File: src/rtl/uart_reg_pkg.sv
// Shared constants and state encoding for the uart register-access responder.
package uart_reg_pkg;

    localparam logic [7:0] OP_WRITE = 8'h57;
    localparam logic [7:0] OP_READ  = 8'h52;
    localparam logic [7:0] RSP_ACK  = 8'h06;
    localparam logic [7:0] RSP_NAK  = 8'h15;

    typedef enum logic [2:0] {
        ST_IDLE,
        ST_ADDR,
        ST_WDATA,
        ST_WRITE,
        ST_READ_REQ,
        ST_READ_WAIT,
        ST_RESP
    } state_t;

    // States in which a command byte may be taken from the receive stream.
    function automatic logic rx_state(input state_t s);
        return s inside {ST_IDLE, ST_ADDR, ST_WDATA};
    endfunction

    // States guarded by the inactivity timeout.
    function automatic logic tmo_state(input state_t s);
        return s inside {ST_ADDR, ST_WDATA, ST_READ_WAIT};
    endfunction

endpackage

File: src/rtl/uart_reg_timeout.sv
// Inactivity counter: counts while enabled, clears on demand, and flags the
// cycle in which the count reaches TIMEOUT.
module uart_reg_timeout #(
    parameter int unsigned TIMEOUT = 100000
) (
    input  logic i_clk,
    input  logic i_rst,
    input  logic i_clr,
    input  logic i_en,
    output logic o_expire_c
);
    localparam int unsigned CNT_W = $clog2(TIMEOUT + 1);

    logic [CNT_W-1:0] r_count;

    always_ff @(posedge i_clk) begin
        if (i_rst || i_clr) begin
            r_count <= '0;
        end else if (i_en && (r_count != CNT_W'(TIMEOUT))) begin
            r_count <= r_count + CNT_W'(1);
        end
    end

    // Fires on the edge that would take the count to TIMEOUT.
    assign o_expire_c = i_en && !i_clr && (r_count == CNT_W'(TIMEOUT - 1));

endmodule

File: src/rtl/uart_reg_responder.sv
// Responder for the host register-access protocol over uart byte streams:
// decodes write/read commands, drives the register bus, returns ACK/NAK/data.
module uart_reg_responder
    import uart_reg_pkg::*;
#(
    parameter int unsigned ADDR_WIDTH = 8,
    parameter int unsigned REG_BYTES  = 4,
    parameter int unsigned TIMEOUT    = 100000
) (
    input  logic                    clk,
    input  logic                    rst,
    input  logic [7:0]              s_axis_tdata,
    input  logic                    s_axis_tvalid,
    output logic                    s_axis_tready,
    output logic [7:0]              m_axis_tdata,
    output logic                    m_axis_tvalid,
    input  logic                    m_axis_tready,
    output logic [ADDR_WIDTH-1:0]   reg_addr,
    output logic [8*REG_BYTES-1:0]  reg_wdata,
    output logic                    reg_we,
    output logic                    reg_re,
    input  logic [8*REG_BYTES-1:0]  reg_rdata,
    input  logic                    reg_rvalid,
    output logic                    timeout_error
);
    localparam int unsigned DATA_W = 8 * REG_BYTES;
    localparam int unsigned BCNT_W = $clog2(REG_BYTES + 1);

    state_t              r_state, w_state_nxt;
    logic                r_op_write, w_op_write_nxt;
    logic [ADDR_WIDTH-1:0] r_addr, w_addr_nxt;
    logic [DATA_W-1:0]   r_wdata, w_wdata_nxt;
    logic [DATA_W-1:0]   r_shift, w_shift_nxt;
    logic [BCNT_W-1:0]   r_count, w_count_nxt;
    logic                r_s_tready, r_m_tvalid, r_we, r_re, r_timeout_error;
    logic                w_timeout_nxt;
    logic                w_s_acc, w_m_acc, w_tmo_en, w_tmo_clr, w_tmo_expire;

    assign w_s_acc   = s_axis_tvalid && r_s_tready;
    assign w_m_acc   = r_m_tvalid && m_axis_tready;
    assign w_tmo_en  = tmo_state(r_state);
    assign w_tmo_clr = w_s_acc || !w_tmo_en;

    uart_reg_timeout #(
        .TIMEOUT (TIMEOUT)
    ) u_timeout (
        .i_clk      (clk),
        .i_rst      (rst),
        .i_clr      (w_tmo_clr),
        .i_en       (w_tmo_en),
        .o_expire_c (w_tmo_expire)
    );

    // Next-state and datapath decode.
    always_comb begin
        w_state_nxt    = r_state;
        w_op_write_nxt = r_op_write;
        w_addr_nxt     = r_addr;
        w_wdata_nxt    = r_wdata;
        w_shift_nxt    = r_shift;
        w_count_nxt    = r_count;
        w_timeout_nxt  = 1'b0;
        case (r_state)
            ST_IDLE: begin
                if (w_s_acc) begin
                    if (s_axis_tdata == OP_WRITE) begin
                        w_op_write_nxt = 1'b1;
                        w_state_nxt    = ST_ADDR;
                    end else if (s_axis_tdata == OP_READ) begin
                        w_op_write_nxt = 1'b0;
                        w_state_nxt    = ST_ADDR;
                    end else begin
                        w_shift_nxt                 = '0;
                        w_shift_nxt[DATA_W-1 -: 8]  = RSP_NAK;
                        w_count_nxt                 = BCNT_W'(1);
                        w_state_nxt                 = ST_RESP;
                    end
                end
            end
            ST_ADDR: begin
                if (w_s_acc) begin
                    w_addr_nxt  = s_axis_tdata[ADDR_WIDTH-1:0];
                    w_count_nxt = '0;
                    w_state_nxt = r_op_write ? ST_WDATA : ST_READ_REQ;
                end else if (w_tmo_expire) begin
                    w_timeout_nxt = 1'b1;
                    w_state_nxt   = ST_IDLE;
                end
            end
            ST_WDATA: begin
                if (w_s_acc) begin
                    w_wdata_nxt = DATA_W'({r_wdata, s_axis_tdata});
                    if (r_count == BCNT_W'(REG_BYTES - 1)) begin
                        w_state_nxt = ST_WRITE;
                    end else begin
                        w_count_nxt = r_count + BCNT_W'(1);
                    end
                end else if (w_tmo_expire) begin
                    w_timeout_nxt = 1'b1;
                    w_state_nxt   = ST_IDLE;
                end
            end
            ST_WRITE: begin
                w_shift_nxt                = '0;
                w_shift_nxt[DATA_W-1 -: 8] = RSP_ACK;
                w_count_nxt                = BCNT_W'(1);
                w_state_nxt                = ST_RESP;
            end
            ST_READ_REQ: begin
                w_state_nxt = ST_READ_WAIT;
            end
            ST_READ_WAIT: begin
                // Data arriving on the expiry edge still wins over the NAK.
                if (reg_rvalid) begin
                    w_shift_nxt = reg_rdata;
                    w_count_nxt = BCNT_W'(REG_BYTES);
                    w_state_nxt = ST_RESP;
                end else if (w_tmo_expire) begin
                    w_shift_nxt                = '0;
                    w_shift_nxt[DATA_W-1 -: 8] = RSP_NAK;
                    w_count_nxt                = BCNT_W'(1);
                    w_timeout_nxt              = 1'b1;
                    w_state_nxt                = ST_RESP;
                end
            end
            ST_RESP: begin
                if (w_m_acc) begin
                    w_shift_nxt = r_shift << 8;
                    w_count_nxt = r_count - BCNT_W'(1);
                    if (r_count == BCNT_W'(1)) begin
                        w_state_nxt = ST_IDLE;
                    end
                end
            end
            default: begin
                w_state_nxt = ST_IDLE;
            end
        endcase
    end

    // Strobes and handshakes are registered decodes of the next state.
    always_ff @(posedge clk) begin
        if (rst) begin
            r_state         <= ST_IDLE;
            r_op_write      <= 1'b0;
            r_addr          <= '0;
            r_wdata         <= '0;
            r_shift         <= '0;
            r_count         <= '0;
            r_s_tready      <= 1'b0;
            r_m_tvalid      <= 1'b0;
            r_we            <= 1'b0;
            r_re            <= 1'b0;
            r_timeout_error <= 1'b0;
        end else begin
            r_state         <= w_state_nxt;
            r_op_write      <= w_op_write_nxt;
            r_addr          <= w_addr_nxt;
            r_wdata         <= w_wdata_nxt;
            r_shift         <= w_shift_nxt;
            r_count         <= w_count_nxt;
            r_s_tready      <= rx_state(w_state_nxt);
            r_m_tvalid      <= (w_state_nxt == ST_RESP);
            r_we            <= (w_state_nxt == ST_WRITE);
            r_re            <= (w_state_nxt == ST_READ_REQ);
            r_timeout_error <= w_timeout_nxt;
        end
    end

    assign s_axis_tready = r_s_tready;
    assign m_axis_tvalid = r_m_tvalid;
    assign m_axis_tdata  = r_shift[DATA_W-1 -: 8];
    assign reg_addr      = r_addr;
    assign reg_wdata     = r_wdata;
    assign reg_we        = r_we;
    assign reg_re        = r_re;
    assign timeout_error = r_timeout_error;

endmodule

File: config.mk
export PLATFORM = sky130hd
export DESIGN_NAME = uart_reg_responder
export DESIGN_NICKNAME = d
export VERILOG_FILES = /design/src/rtl/uart_reg_pkg.sv /design/src/rtl/uart_reg_timeout.sv /design/src/rtl/uart_reg_responder.sv
export SDC_FILE = /design/constraint.sdc
export NUM_CORES = 1
export LEC_CHECK = 0
export ABC_CLOCK_PERIOD_IN_PS = 5430
export BUFFER_PORTS_ARGS = -buffer_cell sky130_fd_sc_hd__buf_2
export CORE_MARGIN = 4
export CORE_UTILIZATION = 60
export CTS_BUF_LIST = sky130_fd_sc_hd__clkbuf_4
export DETAILED_ROUTE_END_ITERATION = 16
export PLACE_DENSITY = 0.95
export SKIP_CTS_REPAIR_TIMING = 1
export SYNTH_ARGS = -nofsm -noshare
export SYNTH_HDL_FRONTEND = slang
export SYNTH_SLANG_ARGS = --single-unit
File: constraint.sdc
create_clock -name clk -period 5.43 [get_ports clk]
set_clock_uncertainty 0.2 [all_clocks]
set_input_delay 0.543 -clock clk [delete_from_list [all_inputs] [get_ports clk]]
set_output_delay 0.543 -clock clk [all_outputs]
set_load 0.02 [all_outputs]
==> impl_metrics.yaml <==
status:
  status: "completed"
drt:
  drt-total-wl_mm: 11.3
  drc_errors: 0
  ant_nets: 0
  vias: 4260
  routed_via_density: 5.86
  drt_iter0_markers: 453
  wl_per_cell_um: 15.5
  dr.pass1.iters: 5
worst_setup_path:
  cp-startpoint: "r_state[2]"
  crit_arrival_ns: 3.24
  end_kind: "register"
  crit_required_ns: 5.64
  path_class: "reg2reg"
  timing.rr.start: "r_state[2]"
  critPathMaxFanout: 32
  setup.worst_path.start_class: "register"
synthesis:
  synth-edff-count: 0
  yosys.area.top_type: "dfxtp_1"
  yosysUniqueCellTypes: 53
  synth.top_cell.area_share_pct: 43.4
  synth-warning-count: 0
  syn_area_um2: 4660
  syn_inst: 552
  ys_ff_latch: 101
  synthFlopType: "dfxtp_1"
  synth_nets: 603
  synth_area_leaders: "dfxtp_1 43%, nand2_1 10%, mux2i_1 6.9%"
  avgSynthCellArea_um2: 8.44
  yosysSeqAreaShare_pct: 43.4
  async_flop_share_pct: 0
grt:
  antenna_found_initial: 0
  grt_util_met1_pct: 29.9
  grt.busiest_layer: "met2"
  grt_max_degree: 61
  overflow: 0
  grtUsageMet3_pct: 4.07
  grt_pass1_vias: 4045
  grt_use_met2_pct: 43.2
  track_usage_pct: 24.9
  grt_pass1_wl_mm: 18.2
placement:
  hpwl_mm: 7.82
  place_congestion: 0.921
  io_buffers: 97
  place_area_um2: 5090
power_and_ir_drop:
  pwr-share-seq_pct: 44.2
  p_sw_share_pct: 40.0
  vdd_drop_max_mv: 0.286
  power_frac_clock_pct: 20.7
  p_sw_w: 0.000776
  comb_power_share_pct: 35.1
  p_leak_nw: 2.12
  intPower_w: 0.00116
  powerDensity_nw_per_um2: 370
job:
  cap_violations: 0
clock_network:
  cts_tree: "done"
  clk_pin_slew_ns: 0.18
  clk_latency_ns: 0.46
  clkSinkCount: 101
  cts_root_buf: "clkbuf_4"
  h-tree-depth: 3
  clockBufferDepth: 2
  cts_buffers: 9
timing:
  max_freq_ghz: 0.330
  worst_pin_slew_ns: 1.07
  maxSlewHeadroom_pct: 28.5
  hold_violations: 0
  setup_viol: 0
  drv_slew: 0
  period_share_pct: 55.9
  grt_setup_unrepaired: "no"
  fin_setup_tns_ns: 0
  min_period_ns: 3.03
worst_hold_path:
  hp-start: "reg_rdata[6]"
  hold_class: "in2reg"
finish:
  area_growth_pct: 12.7
  final_cell_mix: "126 x nand2_1, 101 x dfxtp_1, 97 x buf_2"
  drive_gt1_share_pct: 20.1
  final_common_cell: "nand2_1"
  stdcell_area_um2: 5250
  nets: 674
  antennaDiodeCount: 0
die:
  rows: 31
  num_io_pins: 98
  die_w_um: 96.1
  core-area_um2: 7410
  dieArea_um2: 9240
  start_util_pct: 62.9
  die_height_um: 96.1
cell usage after synthesis (all sizes together), types with 3 or more instances:
| cell | instances |
|---|---|
| a211oi | 4 |
| a21oi | 42 |
| a22o | 20 |
| a31oi | 4 |
| a32o | 8 |
| and2 | 3 |
| and3 | 5 |
| buf | 12 |
| clkbuf | 30 |
| dfxtp | 101 |
| ha | 6 |
| inv | 14 |
| mux2i | 32 |
| nand2 | 126 |
| nand2b | 4 |
| nand3 | 4 |
| nor2 | 32 |
| nor2b | 13 |
| nor3 | 6 |
| nor3b | 4 |
| nor4 | 3 |
| o211ai | 3 |
| o21ai | 19 |
| or3 | 7 |
| or4 | 3 |
| xnor2 | 8 |
| xor2 | 6 |
state kept, by name, indices dropped and copies added, names as in the netlist, 3 cells and up:
register / cells
u_timeout.r_count: 17
r_count: 3
reg_wdata: 32
r_shift: 32
reg_addr: 8
r_state: 3
stage by stage:
stage                     power (W)  std cells  utilization [%]  hold slack [ns]  setup WS [ns]
after floorplan             0.00146        552                -            0.238           2.65
after global placement      0.00152        711             68.8            0.239           2.52
after detailed placement    0.00154        711             68.8            0.244           2.42
after CTS                   0.00194        727             70.8           0.0901           2.41
after global routing        0.00204        727             70.8           0.0967           2.11
final                       0.00194        727             70.8            0.106           2.40
layout make-up:
cell class | count | area, um^2
Timing Repair Buffer | 102 | 523
Inverter | 14 | 52.6
Clock inverter | 7 | 86.3
Fill cell | 545 | 2160
Multi-Input combinational cell | 395 | 2370
Sequential cell | 101 | 2020
Clock buffer | 9 | 67.6
Tap cell | 99 | 124
per-layer routing:
metal | vias to the layer above | wire, um
met3 | 27 | 619
li1 | 2057 | -
met1 | 2020 | 4460
met4 | 0 | 279
met2 | 156 | 5900
met5 | - | 0
path summary, 6_finish.rpt:
path / slack, ns / to / cells past startpoint
min reg2reg: 0.26 / reg_wdata[31] / 2
max: 2.40 / r_shift[8] / 6
max reg2reg: 2.40 / r_shift[8] / 6
min: 0.11 / r_shift[6] / 2
power groups by stage:
stage | Combinational, W | Sequential (W) | Clock, W
after floorplan | 0.000610 | 0.000846 | 0
after global placement | 0.000651 | 0.000864 | 0
after detailed placement | 0.000672 | 0.000869 | 0
after CTS | 0.000675 | 0.000853 | 0.000407
after global routing | 0.000734 | 0.000867 | 0.000439
final | 0.000681 | 0.000857 | 0.000402
cell families (layout without fill, tap and decap cells):
kind of cell	Yosys count	count (layout)	share of synthesized area, %
AND/OR/NAND/NOR	220	220	21.6
AO/OA/AOI/OAI	123	123	18.0
flip-flops	101	101	43.4
buffers and inverters	56	132	5.80
multiplexers	32	32	6.88
XOR/XNOR	14	14	2.63
adder cells (fa/ha/maj)	6	6	1.61
critical path: stages, from the launching register on:
cell	delay, ns
dfxtp_1	0.86
and3b_1	0.79
nand2_1	0.14
o21ai_0	0.16
a221o_1	0.16
buf_4	0.42
mux2i_1	0.26
Power figures use the tool's default switching activity.
